## src/rtl/rv_pkg.sv

```systemverilog
// Shared constants for the register write-back path.
// Contents:
//   RV_XLEN       - default data width
//   RV_REG_AW     - register-address width
//   RV_NUM_REGS   - number of architectural registers
//   RV_FIFO_DEPTH - default depth of the load-result queue
//   reg_onehot()  - decodes a register address into a one-hot bit vector
package rv_pkg;

  localparam int RV_XLEN       = 32;
  localparam int RV_REG_AW     = 5;
  localparam int RV_NUM_REGS   = 32;
  localparam int RV_FIFO_DEPTH = 2;

  function automatic logic [RV_NUM_REGS-1:0] reg_onehot(input logic [RV_REG_AW-1:0] rd);
    logic [RV_NUM_REGS-1:0] v;
    v     = '0;
    v[rd] = 1'b1;
    return v;
  endfunction

endpackage

```

## src/rtl/wb_fifo.sv

```systemverilog
// Load-result queue: a small synchronous FIFO.
// Ports:
//   clock, reset     - rising-edge clock, asynchronous active-low reset
//   i_push, i_din    - write one entry (ignored while full)
//   i_pop            - drop the head entry (ignored while empty)
//   o_dout           - current head entry (valid while !o_empty)
//   o_full, o_empty  - occupancy flags, derived from the registered pointers
module wb_fifo #(
  parameter int W     = 37,
  parameter int DEPTH = 2
) (
  input  logic         clock,
  input  logic         reset,
  input  logic         i_push,
  input  logic [W-1:0] i_din,
  input  logic         i_pop,
  output logic [W-1:0] o_dout,
  output logic         o_full,
  output logic         o_empty
);

  localparam int AW = $clog2(DEPTH);

  logic [W-1:0] r_mem [DEPTH];
  // Pointers carry one extra wrap bit so full and empty are distinguishable.
  logic [AW:0]  r_wptr;
  logic [AW:0]  r_rptr;
  logic         w_push;
  logic         w_pop;

  assign o_empty = (r_wptr == r_rptr);
  assign o_full  = (r_wptr[AW] != r_rptr[AW]) && (r_wptr[AW-1:0] == r_rptr[AW-1:0]);
  assign w_push  = i_push && !o_full;
  assign w_pop   = i_pop && !o_empty;
  assign o_dout  = r_mem[r_rptr[AW-1:0]];

  always_ff @(posedge clock or negedge reset) begin
    if (!reset) begin
      r_wptr <= '0;
      r_rptr <= '0;
    end else begin
      if (w_push) r_wptr <= r_wptr + 1'b1;
      if (w_pop)  r_rptr <= r_rptr + 1'b1;
    end
  end

  // Storage needs no reset: entries are only read between a push and its pop.
  always_ff @(posedge clock) begin
    if (w_push) r_mem[r_wptr[AW-1:0]] <= i_din;
  end

endmodule

```

## src/rtl/reg_write_ctrl.sv

```systemverilog
// Register-file write-port arbiter with a load-result queue and busy scoreboard.
// Ports:
//   clock, reset                  - rising-edge clock, asynchronous active-low reset
//   alu_valid/alu_rd/alu_data     - single-cycle ALU result, no back-pressure
//   mem_valid/mem_ready/mem_rd/mem_data - load result offered to the queue
//   issue_valid/issue_rd          - long-latency instruction issue, marks rd busy
//   rs1/rs2, busy_rs1/busy_rs2    - decode source lookup against the busy vector
//   write_reg/write_data/regwrite - registered register-file write port
//   conflict_cnt                  - saturating count of cycles the ALU pre-empts a waiting load
//
// Handshake: a load result transfers on a rising edge where mem_valid and
// mem_ready are both high. mem_ready depends only on registered FIFO occupancy
// (never on mem_valid or the same-cycle pop), so it is stable for the whole
// cycle, and mem_data/mem_rd must be held while mem_valid waits for ready.
module reg_write_ctrl
  import rv_pkg::*;
#(
  parameter int XLEN       = RV_XLEN,
  parameter int FIFO_DEPTH = RV_FIFO_DEPTH
) (
  input  logic                 clock,
  input  logic                 reset,
  input  logic                 alu_valid,
  input  logic [RV_REG_AW-1:0] alu_rd,
  input  logic [XLEN-1:0]      alu_data,
  input  logic                 mem_valid,
  output logic                 mem_ready,
  input  logic [RV_REG_AW-1:0] mem_rd,
  input  logic [XLEN-1:0]      mem_data,
  input  logic                 issue_valid,
  input  logic [RV_REG_AW-1:0] issue_rd,
  input  logic [RV_REG_AW-1:0] rs1,
  input  logic [RV_REG_AW-1:0] rs2,
  output logic                 busy_rs1,
  output logic                 busy_rs2,
  output logic [RV_REG_AW-1:0] write_reg,
  output logic [XLEN-1:0]      write_data,
  output logic                 regwrite,
  output logic [15:0]          conflict_cnt
);

  localparam int          EW      = RV_REG_AW + XLEN;
  localparam logic [15:0] CNT_MAX = 16'hFFFF;

  logic                   r_regwrite;
  logic [RV_REG_AW-1:0]   r_write_reg;
  logic [XLEN-1:0]        r_write_data;
  logic [15:0]            r_conflict_cnt;
  logic [RV_NUM_REGS-1:0] r_busy;

  logic                   w_fifo_full;
  logic                   w_fifo_empty;
  logic [EW-1:0]          w_head;
  logic [RV_REG_AW-1:0]   w_head_rd;
  logic [XLEN-1:0]        w_head_data;
  logic                   w_push;
  logic                   w_pop;
  logic                   w_sel_valid;
  logic [RV_REG_AW-1:0]   w_sel_rd;
  logic [XLEN-1:0]        w_sel_data;
  logic [RV_NUM_REGS-1:0] w_busy_next;

  assign mem_ready = !w_fifo_full;
  assign w_push    = mem_valid && mem_ready;
  // The ALU has no back-pressure, so it always wins and the queue waits.
  assign w_pop     = !alu_valid && !w_fifo_empty;

  assign w_head_rd   = w_head[XLEN +: RV_REG_AW];
  assign w_head_data = w_head[XLEN-1:0];

  wb_fifo #(
    .W     (EW),
    .DEPTH (FIFO_DEPTH)
  ) u_wb_fifo (
    .clock   (clock),
    .reset   (reset),
    .i_push  (w_push),
    .i_din   ({mem_rd, mem_data}),
    .i_pop   (w_pop),
    .o_dout  (w_head),
    .o_full  (w_fifo_full),
    .o_empty (w_fifo_empty)
  );

  always_comb begin
    w_sel_valid = 1'b0;
    w_sel_rd    = '0;
    w_sel_data  = '0;
    if (alu_valid) begin
      w_sel_valid = 1'b1;
      w_sel_rd    = alu_rd;
      w_sel_data  = alu_data;
    end else if (!w_fifo_empty) begin
      w_sel_valid = 1'b1;
      w_sel_rd    = w_head_rd;
      w_sel_data  = w_head_data;
    end
  end

  // Clear for the popped load first, then the issue set, so a same-cycle
  // set on the same register survives.
  always_comb begin
    w_busy_next = r_busy;
    if (w_pop) w_busy_next = w_busy_next & ~reg_onehot(w_head_rd);
    if (issue_valid && (issue_rd != '0)) w_busy_next = w_busy_next | reg_onehot(issue_rd);
    w_busy_next[0] = 1'b0;
  end

  always_ff @(posedge clock or negedge reset) begin
    if (!reset) begin
      r_regwrite     <= 1'b0;
      r_write_reg    <= '0;
      r_write_data   <= '0;
      r_conflict_cnt <= '0;
      r_busy         <= '0;
    end else begin
      // rd=0 results are consumed by the selection above but never written.
      r_regwrite <= w_sel_valid && (w_sel_rd != '0);
      if (w_sel_valid && (w_sel_rd != '0)) begin
        r_write_reg  <= w_sel_rd;
        r_write_data <= w_sel_data;
      end
      if (alu_valid && !w_fifo_empty && (r_conflict_cnt != CNT_MAX)) begin
        r_conflict_cnt <= r_conflict_cnt + 16'd1;
      end
      r_busy <= w_busy_next;
    end
  end

  assign regwrite     = r_regwrite;
  assign write_reg    = r_write_reg;
  assign write_data   = r_write_data;
  assign conflict_cnt = r_conflict_cnt;
  assign busy_rs1     = r_busy[rs1];
  assign busy_rs2     = r_busy[rs2];

endmodule

```

## config.mk

```make
export PLATFORM = sky130hd
export DESIGN_NAME = reg_write_ctrl
export DESIGN_NICKNAME = d
export VERILOG_FILES = /design/src/rtl/rv_pkg.sv /design/src/rtl/wb_fifo.sv /design/src/rtl/reg_write_ctrl.sv
export SDC_FILE = /design/constraint.sdc
export NUM_CORES = 1
export LEC_CHECK = 0
export ABC_CLOCK_PERIOD_IN_PS = 5900
export BUFFER_PORTS_ARGS = -buffer_cell sky130_fd_sc_hd__buf_2
export CORE_MARGIN = 2
export CORE_UTILIZATION = 45
export CTS_CLUSTER_DIAMETER = 200
export DETAILED_ROUTE_END_ITERATION = 6
export GPL_TIMING_DRIVEN = 0
export PLACE_DENSITY = 0.65
export SLEW_MARGIN = 40
export SYNTH_ARGS = -nofsm -noshare
export SYNTH_HDL_FRONTEND = slang
export SYNTH_SLANG_ARGS = --single-unit
```

## constraint.sdc

```tcl
create_clock -name clock -period 5.9 [get_ports clock]
set_input_delay 1.475 -clock clock [delete_from_list [all_inputs] [get_ports clock]]
set_output_delay 1.475 -clock clock [all_outputs]
set_load 0.03 [all_outputs]
```

==> impl_metrics.tcl <==
set metrics [dict create \
    initial_utilization_pct 46.2 \
    synth_top_family_by_area "compound AO/OA/AOI/OAI gates" \
    synthAdderAreaFrac_pct 0.177 \
    fin_worst_skew_ns 0.00943 \
    synth_compound_area_share_pct 13.0 \
    tns_ns 0 \
    grt_max_degree 53 \
    ys_types 50 \
    grt_setup_unrepaired "false" \
    cts_resized 0 \
    path_class "input port to output port" \
    hold_slack_ns 0.484 \
    clkLatencyLatePin_ns 0.43 \
    tightest_slew_ns 0.780 \
    synth-simple-area-share_pct 8.85 \
    setup.worst_path.end_class "output port" \
    drc_errors 0 \
    drt_pass1_iterations 5 \
    synth_top_area_share_pct 31.6 \
    largest_reg_flops 74 \
    die_h_microns 129 \
    hold_path_class "flip-flop to flip-flop" \
    numPortBuffers 145 \
    cts_tree "done" \
    muxShareOfSynthArea_pct 10.5 \
    synth_xor_xnor_area_share_pct 2.36 \
    worst_ep_arrival_time_ns 3.03 \
    p_total_mw 4.70 \
    setup_violations 0 \
    fp.dieArea_sq_um 16700 \
    p_leak_nw 3.58 \
    yosysSeqAreaShare_pct 63.1 \
    cts_buffer_depth 2 \
    cts_hold_buf 0 \
    grt_pass1_vias 5169 \
    relSlewSlack_pct 47.9 \
    place.gp.congestion 0.926 \
    htree_levels 4 \
    slew_violations 0 \
    finalCoreUtilization_pct 57.1 \
    place_hpwl_mm 12.1 \
    power_density_nw_per_um2 540 \
    syn_area_sq_um 7050 \
    num_vias 5156 \
    synthFlopType "dfrtp_1" \
    area_growth_pct 23.5 \
    post_cts_buffers 0 \
    ys_ff_latch 163 \
    avgViaCountPerCell 5.59 \
    ant_nets 0 \
    critPathMaxFanout 8 \
    cp-start-kind "input port" \
    synth_area_leader_cell "dfrtp_1" \
    syn_area_per_cell_sq_um 13.4 \
    status "completed" \
    grt_overflow 0 \
    die_x_microns 129 \
    rows 45 \
    final_layout_size_suffix_gt1_share_pct 30.6 \
    fmax_ghz 0.222 \
    maxCapViolations 0 \
    core_area_sq_um 15300 \
    fin_crit_ns 4.50 \
    wl_per_cell_microns 18.5 \
    routed_wl_mm 17.1 \
    yosys_warnings 0 \
    grt_antenna_before_repair 3 \
    synth.area.top_cells "dfrtp_1, edfxtp_1, mux2i_1" \
    clockRootBuffer "clkbuf_16" \
    final_nets 791 \
    syn_nets 623 \
    cp.required_ns 4.43 \
    synth_edf_count 74 \
    drt_iter0_markers 276 \
    synth_cells 528 \
    pin_count 151 \
    finalCritPeriodShare_pct 76.3 \
    cts_made_buffers 17 \
    grt_pass1_wl_mm 27.2 \
    grt_usage_pct 21.8 \
    nFillCells 1276 \
    clock_sinks 163 \
    async_flop_share_pct 54.6 \
    clk_pin_slew_ns 0.06 \
    peakVddDrop_mv 0.350 \
    hold_viol 0 \
]
-- worst max-delay path, stage by stage --
cell and delay [ns]:
buf_2 0.24, mux4_2 0.54, a2111oi_0 0.47, a211oi_1 0.09, buf_2 0.20
-- routing by layer --
| layer | global-route usage [%] | routed length (microns) |
|---|---|---|
| met1 | 26.9 | 6960 |
| met2 | 35.1 | 8260 |
| met3 | 7.39 | 1490 |
| met4 | 9.46 | 374 |
| met5 | 0 | 11 |
-- cell usage after synthesis (3+ instances only) --
cell,instances
dfrtp_1,89
edfxtp_1,74
nand2_1,65
o21ai_0,58
mux2i_1,37
o221a_1,32
nor2_1,17
nand3_1,16
mux4_2,14
xnor2_1,13
buf_2,10
a21oi_1,9
nand2b_1,9
o21ai_1,8
inv_1,7
clkbuf_1,6
xor2_1,6
a221o_1,4
mux2_2,4
nand4_1,4
nor3_1,4
buf_6,3
nor2b_1,3
o22ai_1,3
-- placed cells by master (no fill, tap or decap), types with 8 or more instances in the layout --
master       n
edfxtp_1    74
nor2_1      16
o21ai_1      8
xnor2_1     13
mux4_2      14
nand2_1     65
buf_2      154
a21oi_1      9
nand3_1     16
o221a_1     32
o21ai_0     58
mux2i_1     37
nand2b_1     9
clkbuf_16   17
dfrtp_1     89
-- kinds of logic after synthesis --
family          after synthesis
flops                       163
simple gates                133
compound gates              128
mux                          56
buf+inv                      28
xor+xnor                     19
fa+ha+maj                     1
-- layout make-up --
| type | count | area [sq um] | share of cell area, % |
|---|---|---|---|
| flip-flops and latches | 163 | 4450 | 51.1 |
| multi-input cells | 337 | 2470 | 28.4 |
| repair buffers | 149 | 815 | 9.35 |
| clock buffers | 18 | 429 | 4.93 |
| well taps | 211 | 264 | 3.03 |
| clock inverters | 14 | 130 | 1.49 |
| plain buffers | 20 | 110 | 1.26 |
| inverters | 8 | 32.5 | 0.374 |
| diodes | 2 | 5.00 | 0.0575 |
-- stage by stage --
step	setup slack [ns]	area (sq um)	std cells
final	1.40	8710	922
after global routing	1.31	8710	921
after CTS	1.43	8700	920
after detailed placement	1.43	8140	888
after global placement	1.25	8040	884
after floorplan	1.50	7050	528
-- power breakdown --
| group | switching [mW] | total [mW] | internal (mW) |
|---|---|---|---|
| sequential | 0.242 | 1.90 | 1.65 |
| combinational | 1.10 | 1.76 | 0.665 |
| clock | 0.459 | 1.04 | 0.585 |
| total | 1.80 | 4.70 | 2.90 |
-- worst paths after layout --
path	start	to	slack [ns]	cells after the start
max in group asynchronous	reset	write_data[25]$_DFFE_PN0P_	4.31	2
worst min register to register	u_wb_fifo.r_wptr[1]$_DFFE_PN0N_	u_wb_fifo.r_wptr[1]$_DFFE_PN0N_	0.48	1
min in group asynchronous	reset	r_busy[1]$_DFF_PN0_	1.00	1
worst max register to register	u_wb_fifo.r_rptr[0]$_DFFE_PN0P_	write_data[3]$_DFFE_PN0P_	3.67	6
worst min-delay path	u_wb_fifo.r_wptr[1]$_DFFE_PN0N_	u_wb_fifo.r_wptr[1]$_DFFE_PN0N_	0.48	1
worst max-delay path	rs1[0]	busy_rs1	1.40	5
No activity file was read; power rests on OpenSTA's default activity.
